--- src/rtl/stereo_delay_line_controller_if.sv ---
// stereo_delay_line_controller_if: sample stream, bypass control and external RAM port of the stereo delay line
interface stereo_delay_line_controller_if #(
  parameter int audio_width = 32,
  parameter int addr_width = 10
);
  logic i_valid, i_ready, i_is_left, i_enable;
  logic [audio_width-1:0] i_audio;
  logic o_valid, o_ready, o_is_left;
  logic [audio_width-1:0] o_audio;
  logic mem_en, mem_we;
  logic [addr_width-1:0] mem_addr;
  logic [audio_width-1:0] mem_wdata, mem_rdata;
  logic o_sync_error;
  modport master (
    input i_valid, i_is_left, i_audio, i_enable, o_ready, mem_rdata,
    output i_ready, o_valid, o_is_left, o_audio, mem_en, mem_we, mem_addr, mem_wdata, o_sync_error
  );
  modport slave (
    output i_valid, i_is_left, i_audio, i_enable, o_ready, mem_rdata,
    input i_ready, o_valid, o_is_left, o_audio, mem_en, mem_we, mem_addr, mem_wdata, o_sync_error
  );
endinterface

--- src/rtl/stereo_delay_line_controller.sv ---
// stereo_delay_line_controller: per-channel sample delay using read-before-write on an external single-port RAM
module stereo_delay_line_controller #(
  parameter int audio_width = 32,
  parameter int addr_width = 10,
  parameter int delay_samples = 512
) (
  input logic clk,
  input logic reset_n,
  stereo_delay_line_controller_if.master bus
);
  typedef enum logic [1:0] {IDLE, RD, WR, OUT} state_t;
  localparam logic [addr_width-2:0] ptr_last = (addr_width-1)'(delay_samples - 1);
  state_t state;
  logic [addr_width-2:0] ptr;
  logic filled, expect_left, lat_left, lat_en;
  logic [audio_width-1:0] lat_audio;
  always_ff @(posedge clk or negedge reset_n)
    if (!reset_n) begin
      state <= IDLE;
      ptr <= '0;
      filled <= 1'b0;
      expect_left <= 1'b1;
      lat_left <= 1'b0;
      lat_en <= 1'b0;
      lat_audio <= '0;
      bus.i_ready <= 1'b1;
      bus.o_valid <= 1'b0;
      bus.o_is_left <= 1'b0;
      bus.o_audio <= '0;
      bus.mem_en <= 1'b0;
      bus.mem_we <= 1'b0;
      bus.mem_addr <= '0;
      bus.mem_wdata <= '0;
      bus.o_sync_error <= 1'b0;
    end else
      case (state)
        IDLE: if (bus.i_valid) begin
          state <= RD;
          bus.i_ready <= 1'b0;
          lat_audio <= bus.i_audio;
          lat_left <= bus.i_is_left;
          lat_en <= bus.i_enable;
          bus.o_sync_error <= bus.o_sync_error | (bus.i_is_left != expect_left);
          expect_left <= ~bus.i_is_left;
          bus.mem_en <= 1'b1;
          bus.mem_addr <= {ptr, ~bus.i_is_left};
        end
        RD: begin
          state <= WR;
          bus.mem_we <= 1'b1;
          bus.mem_wdata <= lat_audio;
        end
        WR: begin
          state <= OUT;
          bus.mem_en <= 1'b0;
          bus.mem_we <= 1'b0;
          bus.o_valid <= 1'b1;
          bus.o_is_left <= lat_left;
          // until the line has wrapped once the RAM holds no real history
          bus.o_audio <= !lat_en ? lat_audio : filled ? bus.mem_rdata : '0;
        end
        OUT: if (bus.o_ready) begin
          state <= IDLE;
          bus.o_valid <= 1'b0;
          bus.i_ready <= 1'b1;
          if (!lat_left) begin
            ptr <= ptr == ptr_last ? '0 : ptr + 1'b1;
            filled <= filled | (ptr == ptr_last);
          end
        end
        default: state <= IDLE;
      endcase
endmodule

--- src/flat_wrapper.sv ---
// flat-port wrapper written by rule: the top's interface ports become plain ports
module stereo_delay_line_controller_flat 
#(
  parameter int audio_width = 32,
  parameter int addr_width = 10,
  parameter int delay_samples = 512
)
  (clk, reset_n, bus_i_valid, bus_i_is_left, bus_i_audio, bus_i_enable, bus_o_ready, bus_mem_rdata, bus_i_ready, bus_o_valid, bus_o_is_left, bus_o_audio, bus_mem_en, bus_mem_we, bus_mem_addr, bus_mem_wdata, bus_o_sync_error);
  stereo_delay_line_controller_if #(.audio_width(audio_width), .addr_width(addr_width)) bus_i ();
  input logic clk;
  input logic reset_n;
  input wire logic [$bits(bus_i.i_valid)-1:0] bus_i_valid;
  input wire logic [$bits(bus_i.i_is_left)-1:0] bus_i_is_left;
  input wire logic [$bits(bus_i.i_audio)-1:0] bus_i_audio;
  input wire logic [$bits(bus_i.i_enable)-1:0] bus_i_enable;
  input wire logic [$bits(bus_i.o_ready)-1:0] bus_o_ready;
  input wire logic [$bits(bus_i.mem_rdata)-1:0] bus_mem_rdata;
  output wire logic [$bits(bus_i.i_ready)-1:0] bus_i_ready;
  output wire logic [$bits(bus_i.o_valid)-1:0] bus_o_valid;
  output wire logic [$bits(bus_i.o_is_left)-1:0] bus_o_is_left;
  output wire logic [$bits(bus_i.o_audio)-1:0] bus_o_audio;
  output wire logic [$bits(bus_i.mem_en)-1:0] bus_mem_en;
  output wire logic [$bits(bus_i.mem_we)-1:0] bus_mem_we;
  output wire logic [$bits(bus_i.mem_addr)-1:0] bus_mem_addr;
  output wire logic [$bits(bus_i.mem_wdata)-1:0] bus_mem_wdata;
  output wire logic [$bits(bus_i.o_sync_error)-1:0] bus_o_sync_error;
  assign bus_i.i_valid = bus_i_valid;
  assign bus_i.i_is_left = bus_i_is_left;
  assign bus_i.i_audio = bus_i_audio;
  assign bus_i.i_enable = bus_i_enable;
  assign bus_i.o_ready = bus_o_ready;
  assign bus_i.mem_rdata = bus_mem_rdata;
  assign bus_i_ready = bus_i.i_ready;
  assign bus_o_valid = bus_i.o_valid;
  assign bus_o_is_left = bus_i.o_is_left;
  assign bus_o_audio = bus_i.o_audio;
  assign bus_mem_en = bus_i.mem_en;
  assign bus_mem_we = bus_i.mem_we;
  assign bus_mem_addr = bus_i.mem_addr;
  assign bus_mem_wdata = bus_i.mem_wdata;
  assign bus_o_sync_error = bus_i.o_sync_error;
  stereo_delay_line_controller #(.audio_width(audio_width), .addr_width(addr_width), .delay_samples(delay_samples)) u_core (.clk(clk), .reset_n(reset_n), .bus(bus_i));
endmodule
--- config.mk ---
export PLATFORM = sky130hd
export DESIGN_NAME = stereo_delay_line_controller_flat
export DESIGN_NICKNAME = d
export VERILOG_FILES = /design/src/rtl/stereo_delay_line_controller_if.sv /design/src/rtl/stereo_delay_line_controller.sv /design/src/flat_wrapper.sv
export SDC_FILE = /design/constraint.sdc
export NUM_CORES = 1
export LEC_CHECK = 0
export BUFFER_PORTS_ARGS = -buffer_cell sky130_fd_sc_hd__buf_2
export CORE_UTILIZATION = 55
export CTS_BUF_LIST = sky130_fd_sc_hd__clkbuf_4
export DETAILED_ROUTE_END_ITERATION = 8
export GPL_TIMING_DRIVEN = 0
export PLACE_DENSITY = 0.83
export SYNTH_ARGS = -nofsm -noshare
export SYNTH_HDL_FRONTEND = slang
export SYNTH_SLANG_ARGS = --single-unit
--- constraint.sdc ---
create_clock -name clk -period 3.06 [get_ports clk]
set_clock_uncertainty 0.2 [all_clocks]
set_input_delay 0.918 -clock clk [delete_from_list [all_inputs] [get_ports clk]]
set_output_delay 0.918 -clock clk [all_outputs]
set_load 0.01 [all_outputs]
Word-level counts from Yosys, hierarchy flattened

Cells that the tools add are included.

Register bits: 127
Bits in latches: 0
Bits in writable memories: 0
Memory bits (read-only): 0
Output and inout port bits: 80
Word-level logic and storage cells: 53
Memories kept: 0

$add $sub $neg: 1
$mul: 0
Div/mod/pow operators: 0
$lt $le $gt $ge: 0
Eq/ne operators: 7
Shift-type cells: 0
Mux-type cells: 14
Bitwise logic cells: 4
Reduce and logical (&&, ||, !) cells: 11

Operators by type and width:

| cell                                                             | number |
|---|---|
| 32-bit 2-to-1 mux                                                | 2 |
| 9-bit by 1-bit adder with 9-bit output (second input constant)   | 1 |
| 9-bit == test (second input constant)                            | 1 |
| 9-bit 2-to-1 mux                                                 | 1 |
| 1-bit case mux with 2 select lines                               | 4 |
| 2-bit case mux with 4 select lines                               | 1 |
| 2-bit AND reduction                                              | 4 |
| 2-bit nonzero test                                               | 4 |
| 3-bit AND reduction                                              | 2 |
| 2-bit == test (second input constant)                            | 2 |
| 1-bit 2-to-1 mux                                                 | 4 |
| 2-bit 2-to-1 mux                                                 | 2 |
| 2-bit inequality test (second input constant)                    | 2 |
| 2-bit by 1-bit == test with 1-bit output (second input constant) | 1 |
| 2-bit zero test                                                  | 1 |
| 1-bit inverter                                                   | 2 |
| 1-bit bitwise OR                                                 | 2 |
| 1-bit inequality test                                            | 1 |

Longest topological paths before layout

Gate-level depths: netlist of the first run.

Depth after elaboration: 3
Mapped depth: 7
Depth with buffers taken out: 7

Worst setup path after synthesis of the first run

Ideal clock, no wire load.

Path kind: register to register
Start point: register u_core.ptr[0]
End point: register u_core.ptr[6]
Setup time: 0.104 ns
Arrival time: 1.612 ns
Setup slack: 1.144 ns
Stages on the path, launching flop included: 7
Buffers on the path: 0
Clock period less this slack: 1.916 ns
Cell sequence: dfrtp_1 > ha_1 > nand3_1 > nor2_1 > ha_1 > or3_1 > o311ai_1

Cells in the longest elaborated chain, start to end: 2

Ends and longest elaborated chain:

| item                                                                    | line                               | text |
|---|---|---|
| start: declaration                                                      | stereo_delay_line_controller.sv:14 | `logic [addr_width-2:0] ptr;` |
| start signal: assignment                                                | stereo_delay_line_controller.sv:67 | `ptr <= ptr == ptr_last ? '0 : ptr + 1'b1;` |
| 9-bit by 1-bit adder with 9-bit output or 9-bit == test (tied branches) | stereo_delay_line_controller.sv:67 |  |
| 9-bit 2-to-1 mux *                                                      | stereo_delay_line_controller.sv:67 |  |

Mark *: on every way between the ends. The rest lies on a longest branch, timed or not.
A chain may end at the register's enable or synchronous reset.

Final worst setup path of the first run

Start point: register u_core.bus.i_ready
End point: output bus_i_ready

RTL lines:

| item                     | line                                  | text |
|---|---|---|
| start: declaration       | stereo_delay_line_controller_if.sv:16 | `output i_ready, o_valid, o_is_left, o_audio, mem_en, mem_we, mem_addr, mem_wdata, o_sync_error` |
| start signal: assignment | stereo_delay_line_controller.sv:26    | `bus.i_ready <= 1'b1;` |
| start signal: assignment | stereo_delay_line_controller.sv:39    | `bus.i_ready <= 1'b0;` |
| start signal: assignment | stereo_delay_line_controller.sv:65    | `bus.i_ready <= 1'b1;` |
| end: declaration         | flat_wrapper.sv:18                    | `output wire logic [$bits(bus_i.i_ready)-1:0] bus_i_ready;` |

No word-level cell between the ends.

==> flow_metrics.env, run 1 <==
export IMPL_ys_seq_area_frac=0.584
export IMPL_post_cts_buffers=0
export IMPL_path_class="reg -> out"
export IMPL_core_area_um2=9420
export IMPL_synth_fp_nets=514
export IMPL_use_met3=0.0614
export IMPL_setup_viol=0
export IMPL_post_drt_wl_per_cell_um=16.9
export IMPL_fin_nets=683
export IMPL_worst_pin_slew_ps=563
export IMPL_grt_pass1_wl_um=20300
export IMPL_cts_inserted_buffers=17
export IMPL_h_tree_depth=4
export IMPL_clock_sinks=127
export IMPL_r2r_start="u_core.ptr[0]$_DFFE_PN0P_"
export IMPL_drtAntennaViolNets=0
export IMPL_vias=3951
export IMPL_postCtsHoldBufs=0
export IMPL_slew_viol_final=0
export IMPL_grtUsageTotal=0.263
export IMPL_dieArea_um2=10300
export IMPL_area_growth_pct=22.3
export IMPL_finalHoldViolCount=0
export IMPL_remaining_drc_errors=0
export IMPL_clk_root_buffer_cell="clkbuf_4"
export IMPL_hpwlAfterDp_um=9110
export IMPL_fin_crit_sh=0.751
export IMPL_p_leak_nw=3.25
export IMPL_insertion_delay_ps=490
export IMPL_routabilityCongestion=0.860
export IMPL_status="complete, no violations"
export IMPL_required_ps=1940
export IMPL_io_buffers=149
export IMPL_place_ws_ps=851
export IMPL_r2r_slack_ps=810
export IMPL_grt_pass1_vias=4078
export IMPL_critPathTopFamily="flip-flops"
export IMPL_place_area_um2=6390
export IMPL_synthDistinctLibCells=42
export IMPL_slowest_stage="dfstp_2"
export IMPL_path_buf_inv=1
export IMPL_ys_ff_latch=127
export IMPL_endpoint_kind="output pin"
export IMPL_die_h_um=102
export IMPL_die_w_um=102
export IMPL_clk_path_buf_depth=2
export IMPL_power_per_cell_area_nw_per_um2=1080
export IMPL_cp_data_arrival_time_ps=1180
export IMPL_crit_path_max_incr_delay_ps=560
export IMPL_design_power_total_mw=7.21
export IMPL_r2r_end="u_core.ptr[6]$_DFFE_PN0P_"
export IMPL_via_per_inst=5.29
export IMPL_max_vdd_ir_drop_v=0.000516
export IMPL_ios=150
export IMPL_crit_chain="buf_2"
export IMPL_drive_above_1_share=0.433
export IMPL_clkTransAtPathRegs_ps=110
export IMPL_slew_limit_headroom=0.624
export IMPL_yosysWarnings=0
export IMPL_avgSynthCellArea_um2=12.5
export IMPL_grt_overflow=0
export IMPL_use_met2=0.451
export IMPL_fin_ws_ps=762
export IMPL_drtPass1Iterations=4
export IMPL_rows=35
export IMPL_fmax_mhz=435
export IMPL_busiest_layer="met2"
export IMPL_cts_resized=0
export IMPL_maxCapViolations=0
export IMPL_antenna_found_initial=0
export IMPL_totalWireLength_um=12600
export IMPL_drt_initial_drc_count=137
export IMPL_stdcell_area_um2=6660
export IMPL_hp_class="in -> async"
export IMPL_grt_max_degree=69
export IMPL_final_core_util=0.708
export IMPL_cp_start_kind="register"
export IMPL_critPathMaxFanout=3
export IMPL_use_met1=0.333
export IMPL_rsz0062_at_grt="no"
export IMPL_crit_cells=1
export IMPL_cts_tree="built"
export IMPL_period_needed_ps=2300
export IMPL_netlist_area_um2=5450
export IMPL_initial_utilization=0.579
export IMPL_r2r_cells=6
export IMPL_netlist_instances=437
[worst max path at each step]
stage / startpoint / endpoint / slack (ps)
finish: u_core.bus.i_ready$_DFFE_PN1P_ / bus_i_ready / 760
global route: u_core.bus.i_ready$_DFFE_PN1P_ / bus_i_ready / 700
CTS: u_core.bus.i_ready$_DFFE_PN1P_ / bus_i_ready / 730
floorplan: u_core.ptr[0]$_DFFE_PN0P_ / u_core.ptr[6]$_DFFE_PN0P_ / 1140
detailed placement: bus_o_ready / u_core.ptr[4]$_DFFE_PN0P_ / 850
global placement: reset_n / u_core.lat_audio[14]$_DFFE_PN0P_ / -690
[report_power, final]
part	switching, mW	total, mW	internal (mW)
logic	1.55	3.08	1.53
clock network	0.561	1.13	0.573
registers	0.503	3.00	2.49
total	2.61	7.21	4.60
[cells in the mapped netlist]
cell type  number  area [µm²]
buf_4           3        22.5
dfstp_2         2        52.6
nand3_2         1        10.0
nor3_1          1        5.00
clkbuf_2        1        5.00
a21o_1          2        15.0
clkbuf_1       11        41.3
nand2_1        14        52.6
o21ai_0         7        35.0
a21oi_1        67         335
o41ai_1         1        8.76
mux2_4         26         390
mux2i_1         1        10.0
or2b_1          1        7.51
buf_2           7        35.0
nand3_1         4        20.0
o211ai_1        1        7.51
o311ai_1        2        17.5
mux2_1          7        78.8
or2_1           1        6.26
nor2_1         36         135
and3b_1         1        8.76
o32a_1          1        10.0
dfrtp_1       125        3130
nor2b_1        34         213
a31oi_1         2        12.5
and2b_1         5        37.5
a22oi_1         1        7.51
nand3b_1        2        15.0
nand4_1         1        6.26
o21bai_1        1        7.51
o311ai_2        1        16.3
xnor2_1         1        8.76
inv_1           4        15.0
nand2b_1        2        12.5
buf_6           4        45.0
o22ai_1         1        6.26
or3_1           2        12.5
ha_1            7        87.6
and2_0          1        6.26
mux2_2         44         495
or2_2           1        6.26
[kinds of logic (layout without fill, tap and decap cells)]
logic type / Yosys count / count (layout) / share of synthesized area
flip-flops: 127 / 127 / 0.584
AND/OR/NAND/NOR: 107 / 107 / 0.102
AO/OA/AOI/OAI: 87 / 87 / 0.0879
multiplexers: 78 / 78 / 0.179
buffers and inverters: 30 / 210 / 0.0301
adder cells (fa/ha/maj): 7 / 7 / 0.0161
XOR/XNOR: 1 / 1 / 0.00161
other: 0 / 1 / 0
[cell type report]
class	instances	area, µm²
clock buffers	20	150
clock inverters	10	121
multi-input cells	280	2100
flip-flops and latches	127	3180
plain buffers	26	149
well taps	129	161
diodes	1	2.50
fillers	695	2750
inverters	4	15.0
repair buffers	150	779
[state kept, by name, indices dropped and copies added (netlist names)]
name                     cells
u_core.lat_en                1
u_core.bus.mem_we            1
u_core.bus.o_audio          32
u_core.bus.o_valid           1
u_core.lat_audio            32
u_core.bus.mem_en            1
u_core.bus.mem_wdata        32
u_core.expect_left           1
u_core.bus.mem_addr         10
u_core.state                 2
u_core.ptr                   9
u_core.bus.i_ready           1
u_core.filled                1
u_core.lat_left              1
u_core.bus.o_is_left         1
u_core.bus.o_sync_error      1
[through the flow]
stage                     hold slack (ps)  cells  setup TNS [ps]
after floorplan                       242    437               0
after global placement                259    715          -85200
after detailed placement              261    716               0
after CTS                             177    746               0
after global routing                  197    746               0
final                                 182    747               0
[per-layer routing]
| layer | wire, µm | part of all wire | up-vias |
|---|---|---|---|
| li1 | - | - | 1850 |
| met1 | 5380 | 0.43 | 1958 |
| met2 | 6480 | 0.51 | 128 |
| met3 | 629 | 0.050 | 15 |
| met4 | 138 | 0.011 | 0 |
| met5 | 0 | 0 | - |
[placed cells by master, fill, tap and decap left out, drive strengths merged, types with 3 or more instances in the layout]
master  synthesis  final
a21oi          67     67
and2b           5      5
buf            14    164
bufinv          0      3
clkbuf         12     32
clkinv          0      7
dfrtp         125    125
ha              7      7
inv             4      4
mux2           77     77
nand2          14     14
nand3           5      5
nor2           36     36
nor2b          34     34
o21ai           7      7
o311ai          3      3
Power figures use the tool's default switching activity.
==> inputs of run 2 (changes only) <==
Settings changed: ABC_AREA from default to 1, CORE_UTILIZATION 55 to 49, PLACE_DENSITY 0.83 to 0.79.
Clock period 3.06 ns to 1.9 ns, I/O delays scaled along.
==> run 2 against run 1 <==
  * Clock-buffer cell count stayed put
  * The flow now finishes with violations (setup timing)
  * Sequential power is 52% higher
  * Register-to-register slack worse by 790 ps
  * Utilization is 6.3 points lower
  * Die area is 11% higher
==> flow_metrics.env, run 2 <==
export IMPL_status="finished with violations"
export IMPL_violations="setup timing"
export IMPL_core_area_um2=10500
export IMPL_endpoint_kind="output pin"
export IMPL_ys_seq_area_frac=0.591
export IMPL_die_h_um=107
export IMPL_slew_limit_headroom=0.657
export IMPL_clk_root_buffer_cell="clkbuf_4"
export IMPL_worst_pin_slew_ps=514
export IMPL_fill_cells=912
export IMPL_fin_crit_sh=1.01
export IMPL_remaining_drc_errors=0
export IMPL_yosysWarnings=0
export IMPL_drive_above_1_share=0.302
export IMPL_synth_area_leader_cell="dfrtp_1"
export IMPL_synthArstFlopShare=1.00
export IMPL_grt_pass1_vias=4664
export IMPL_fin_ws_ps=-12.6
export IMPL_place_ws_ps=-216
export IMPL_grt_pass1_wl_um=22400
export IMPL_grt_overflow=0
export IMPL_ys_ff_latch=127
export IMPL_clock_sinks=127
export IMPL_synth_fp_nets=690
export IMPL_drtAntennaViolNets=0
export IMPL_crit_path_max_incr_delay_ps=550
export IMPL_insertion_delay_ps=510
export IMPL_dieArea_um2=11400
export IMPL_power_per_cell_area_nw_per_um2=1630
export IMPL_synth_edff_count=0
export IMPL_clkTransAtPathRegs_ps=100
export IMPL_drtPass1Iterations=7
export IMPL_setup_viol=1
export IMPL_layout_common_cells="nand2_1, buf_2, dfrtp_1"
export IMPL_grtUsageTotal=0.256
export IMPL_clk_path_buf_depth=2
export IMPL_synth_common_cells="nand2_1, dfrtp_1, o21ai_0, inv_1, nor2_1"
export IMPL_fin_nets=875
export IMPL_hp_class="in -> reg"
export IMPL_cp_start_kind="register"
export IMPL_routabilityCongestion=0.887
export IMPL_post_drt_wl_per_cell_um=14.6
export IMPL_cp_data_arrival_time_ps=1140
export IMPL_die_w_um=107
export IMPL_totalWireLength_um=13800
export IMPL_initial_utilization=0.514
export IMPL_crit_chain="buf_6"
export IMPL_avgSynthCellArea_um2=8.77
export IMPL_synth_top_area_frac=0.582
export IMPL_rsz0062_at_grt="yes"
export IMPL_maxCapViolations=0
export IMPL_via_per_inst=5.15
export IMPL_drt_initial_drc_count=359
export IMPL_grt_max_degree=105
export IMPL_p_leak_nw=3.59
export IMPL_area_growth_pct=25.3
export IMPL_cts_tree="built"
export IMPL_slowest_stage="dfstp_2"
export IMPL_multiInputGateArea_um2=1860
export IMPL_tns_ps=-12.6
export IMPL_path_buf_inv=1
export IMPL_io_buffers=149
export IMPL_max_vdd_ir_drop_v=0.000709
export IMPL_critPathMaxFanout=2
export IMPL_yosysMostFrequentCell="nand2_1"
export IMPL_period_needed_ps=1910
export IMPL_ys_flop_type="dfrtp_1"
export IMPL_regArea_um2=3180
export IMPL_rows=37
export IMPL_path_class="reg -> out"
export IMPL_hpwlAfterDp_um=9720
export IMPL_critPathTopFamily="flip-flops"
export IMPL_vias=4879
export IMPL_diodes=0
export IMPL_required_ps=1130
export IMPL_finalHoldViolCount=0
export IMPL_netlist_area_um2=5380
export IMPL_antenna_found_initial=1
export IMPL_netlist_instances=613
export IMPL_ys_top_cells_by_area="dfrtp_1, nand2_1, o21ai_0"
export IMPL_final_core_util=0.644
export IMPL_reg_largest_list="u_core.bus.mem_wdata x32, u_core.bus.o_audio x32, u_core.lat_audio x32"
export IMPL_fmax_mhz=523
export IMPL_cts_inserted_buffers=17
export IMPL_h_tree_depth=4
export IMPL_slew_viol_final=0
export IMPL_ios=150
export IMPL_layout_commonest_cell="nand2_1"
export IMPL_synthDistinctLibCells=27
==> run 2: changes by cell type in the layout (fill, tap and decap cells not counted), sizes merged, moves of 4 or more <==
cell and change:
and2b -5, o21ai +75, inv +49, buf +28
nor2 +11, clkbuf -4, nand3 +33, mux2 -77
a21oi -32, nand2 +170, nor2b -34
==> run 2: worst paths after layout <==
path                       slack [ps]                           start                                  to  depth (start not counted)
hold reg to reg                   290  u_core.expect_left$_DFFE_PN1P_      u_core.expect_left$_DFFE_PN1P_                          2
setup reg to reg                   20       u_core.ptr[1]$_DFFE_PN0P_           u_core.ptr[1]$_DFFE_PN0P_                          9
hold / removal                     60                    bus_i_enable           u_core.lat_en$_DFFE_PN0P_                          3
max in group asynchronous         430                         reset_n      u_core.bus.i_ready$_DFFE_PN1P_                          3
min in group asynchronous         270                         reset_n  u_core.bus.o_audio[16]$_DFFE_PN0P_                          2
setup / recovery                  -10  u_core.bus.i_ready$_DFFE_PN1P_                         bus_i_ready                          1
==> run 2: cells by family after synthesis <==
| group | after synthesis | synth area share |
|---|---|---|
| AO/OA/AOI/OAI | 118 | 0.110 |
| flip-flops | 127 | 0.591 |
| buffers and inverters | 88 | 0.0728 |
| AND/OR/NAND/NOR | 272 | 0.208 |
| adder cells (fa/ha/maj) | 7 | 0.0163 |
| XOR/XNOR | 1 | 0.00163 |
==> run 2: final cells by class <==
class                           count  area share
Sequential cell                   127       0.472
Multi-Input combinational cell    398       0.276
Timing Repair Buffer              166       0.135
Inverter                           53      0.0299
Buffer                             35      0.0290
Tap cell                          136      0.0252
Clock buffer                       20      0.0223
Clock inverter                     12      0.0108
==> run 2: routing by layer <==
layer | share of wire | GRT usage | vias up
li1 | - | - | 2316
met1 | 0.41 | 0.326 | 2313
met2 | 0.49 | 0.420 | 230
met3 | 0.087 | 0.0699 | 18
met4 | 0.013 | 0.0939 | 2
met5 | 0.00072 | 0 | -
==> run 2: what timing repair did <==
item | CTS | global route
gates resized for setup | 6 | 16
setup endpoints to repair | 40 | 39
setup buffers | 3 | 12
hold buffers | 1 | 0
hold endpoints to repair | 23 | 0
pin swaps | 0 | 6
==> run 2: worst register-to-register path, stage by stage, from the launching register on <==
cell	delay (ps)
dfrtp_1	410
ha_4	180
nand2_4	70
nor2_8	140
nand2_4	60
nor3_4	210
ha_2	240
buf_4	120
nand3b_1	90
o21ai_1	60
==> run 2: where the power goes <==
part           leakage [nW]  switching (mW)  internal [mW]
Sequential             1.51           0.620           3.94
Combinational          1.95            3.04           1.89
Clock                 0.123           0.977          0.542
==> run 2: through the flow <==
stage	hold WS (ps)	total power, mW	instances	instance area (µm²)
2_1_floorplan	74.4	7.44	613	5380
3_3_place_gp	255	9.06	898	6290
3_5_place_dp	245	9.26	899	6330
4_1_cts	11.0	10.9	935	6600
5_1_grt	16.0	11.9	947	6740
6_report	57.8	11.0	947	6740
==> inputs of run 3 (changes only) <==
Clock period 1.9 ns to 1.7 ns, I/O delays scaled along.
==> run 3 against run 2 <==
  * The run still ends with setup timing left
  * Combinational power grew 38%
  * Utilization increased by 8.7 points
  * Cell count grew 8.6%
  * Non-clock buffer count rose by 82
  * Sequential cell count unchanged
  * Total power up 27%
  * Global-route usage rose by 2.1 points
  * Register-to-register slack got worse by 180 ps
  * First-iteration DRC count rose by 2.8%
  * Routed wire length grew 13%
  * Design area rose by 13%
  * Clock power grew 36%
  * Critical path type unchanged
  * Largest cell class unchanged
==> flow_metrics.env, run 3 (same netlist as run 2, synthesis figures left out) <==
export IMPL_cp_start_kind="register"
export IMPL_fmax_mhz=532
export IMPL_rsz0062_at_grt="yes"
export IMPL_fin_crit_sh=1.10
export IMPL_post_drt_wl_per_cell_um=15.1
export IMPL_critPathMaxFanout=2
export IMPL_remaining_drc_errors=0
export IMPL_drtAntennaViolNets=0
export IMPL_layout_common_cells="nand2_1, buf_2, dfrtp_1"
export IMPL_setup_viol=84
export IMPL_rows=37
export IMPL_core_area_um2=10500
export IMPL_area_growth_pct=42.2
export IMPL_period_needed_ps=1880
export IMPL_worst_pin_slew_ps=465
export IMPL_totalWireLength_um=15600
export IMPL_crit_chain="buf_6"
export IMPL_dieArea_um2=11400
export IMPL_cts_tree="built"
export IMPL_clk_path_buf_depth=2
export IMPL_hp_class="in -> reg"
export IMPL_place_ws_ps=-260
export IMPL_ios=150
export IMPL_initial_utilization=0.514
export IMPL_grt_pass1_wl_um=24200
export IMPL_required_ps=990
export IMPL_via_per_inst=5.07
export IMPL_fin_ws_ps=-178
export IMPL_path_buf_inv=1
export IMPL_antenna_found_initial=0
export IMPL_grt_max_degree=92
export IMPL_cp_data_arrival_time_ps=1170
export IMPL_power_per_cell_area_nw_per_um2=1840
export IMPL_timing_hold_ws_ps=36.1
export IMPL_fin_nets=957
export IMPL_drtPass1Iterations=5
export IMPL_grtUsageTotal=0.278
export IMPL_die_w_um=107
export IMPL_grt_overflow=0
export IMPL_drt_initial_drc_count=369
export IMPL_slew_viol_final=0
export IMPL_grt_pass1_vias=5024
export IMPL_slew_limit_headroom=0.690
export IMPL_io_buffers=149
export IMPL_design_power_total_mw=14.0
export IMPL_clock_sinks=127
export IMPL_critPathTopFamily="flip-flops"
export IMPL_status="finished with violations"
export IMPL_max_vdd_ir_drop_v=0.000804
export IMPL_die_h_um=107
export IMPL_insertion_delay_ps=510
export IMPL_endpoint_kind="output pin"
export IMPL_crit_path_max_incr_delay_ps=560
export IMPL_path_class="reg -> out"
export IMPL_reg_largest_list="u_core.bus.mem_wdata x32, u_core.bus.o_audio x32, u_core.lat_audio x32"
export IMPL_routabilityCongestion=0.877
export IMPL_maxCapViolations=0
export IMPL_clkTransAtPathRegs_ps=100
export IMPL_cts_inserted_buffers=17
export IMPL_hpwlAfterDp_um=9760
export IMPL_slowest_stage="dfstp_2"
export IMPL_fill_cells=806
export IMPL_finalHoldViolCount=0
export IMPL_h_tree_depth=4
export IMPL_p_leak_nw=4.06
export IMPL_layout_commonest_cell="nand2_1"
export IMPL_drive_above_1_share=0.345
export IMPL_violations="setup timing"
export IMPL_vias=5217
export IMPL_clk_root_buffer_cell="clkbuf_4"
[run 3: repair_timing]
item	in CTS	in global routing
setup buffers	37	32
pin swaps	10	5
cloned	0	0
resized for setup	35	30
hold endpoints to repair	64	0
endpoints found under the setup margin	162	141
hold buffers	29	0
[run 3: power breakdown]
group	switching (mW)	internal [mW]	leakage [nW]	total, mW
registers	0.741	4.41	1.51	5.15
logic	3.74	3.07	2.40	6.81
clock network	1.06	1.01	0.149	2.07
[run 3: routing by layer]
layer | track usage | share of wire
met1 | 0.354 | 0.42
met2 | 0.465 | 0.50
met5 | 0 | 0
met3 | 0.0523 | 0.061
met4 | 0.115 | 0.023
[run 3: cell type report]
| cell class | count | area, µm² | share of cell area |
|---|---|---|---|
| inverter | 53 | 206 | 0.0270 |
| clock inverter | 11 | 124 | 0.0162 |
| clock buffer | 19 | 143 | 0.0186 |
| antenna | 1 | 2.50 | 0.000327 |
| timing repair buffer | 248 | 1680 | 0.220 |
| tap | 136 | 170 | 0.0222 |
| sequential | 127 | 3180 | 0.416 |
| buffer | 35 | 225 | 0.0294 |
| multi-input combinational | 398 | 1920 | 0.251 |
[run 3: final timing paths]
path	depth (start not counted)	slack [ps]	end	start
worst max-delay path	1	-180	bus_i_ready	u_core.bus.i_ready$_DFFE_PN1P_
worst min-delay path	3	40	u_core.lat_audio[5]$_DFFE_PN0P_	bus_i_audio[5]
worst max register to register	11	-160	u_core.ptr[0]$_DFFE_PN0P_	u_core.ptr[0]$_DFFE_PN0P_
worst min register to register	1	280	u_core.bus.o_sync_error$_DFFE_PN0P_	u_core.bus.o_sync_error$_DFFE_PN0P_
max in group asynchronous	3	220	u_core.expect_left$_DFFE_PN1P_	reset_n
min in group asynchronous	2	260	u_core.bus.o_audio[20]$_DFFE_PN0P_	reset_n
[run 3: per-stage QoR]
stage	setup TNS (ps)	instance area [µm²]	instances	utilization
after CTS	-7670	7300	995	0.698
after global placement	-214730	6300	898	0.603
after floorplan	-35.6	5390	613	-
after global routing	-9540	7650	1027	0.731
final	-4690	7650	1028	0.731
after detailed placement	-8290	6340	899	0.606
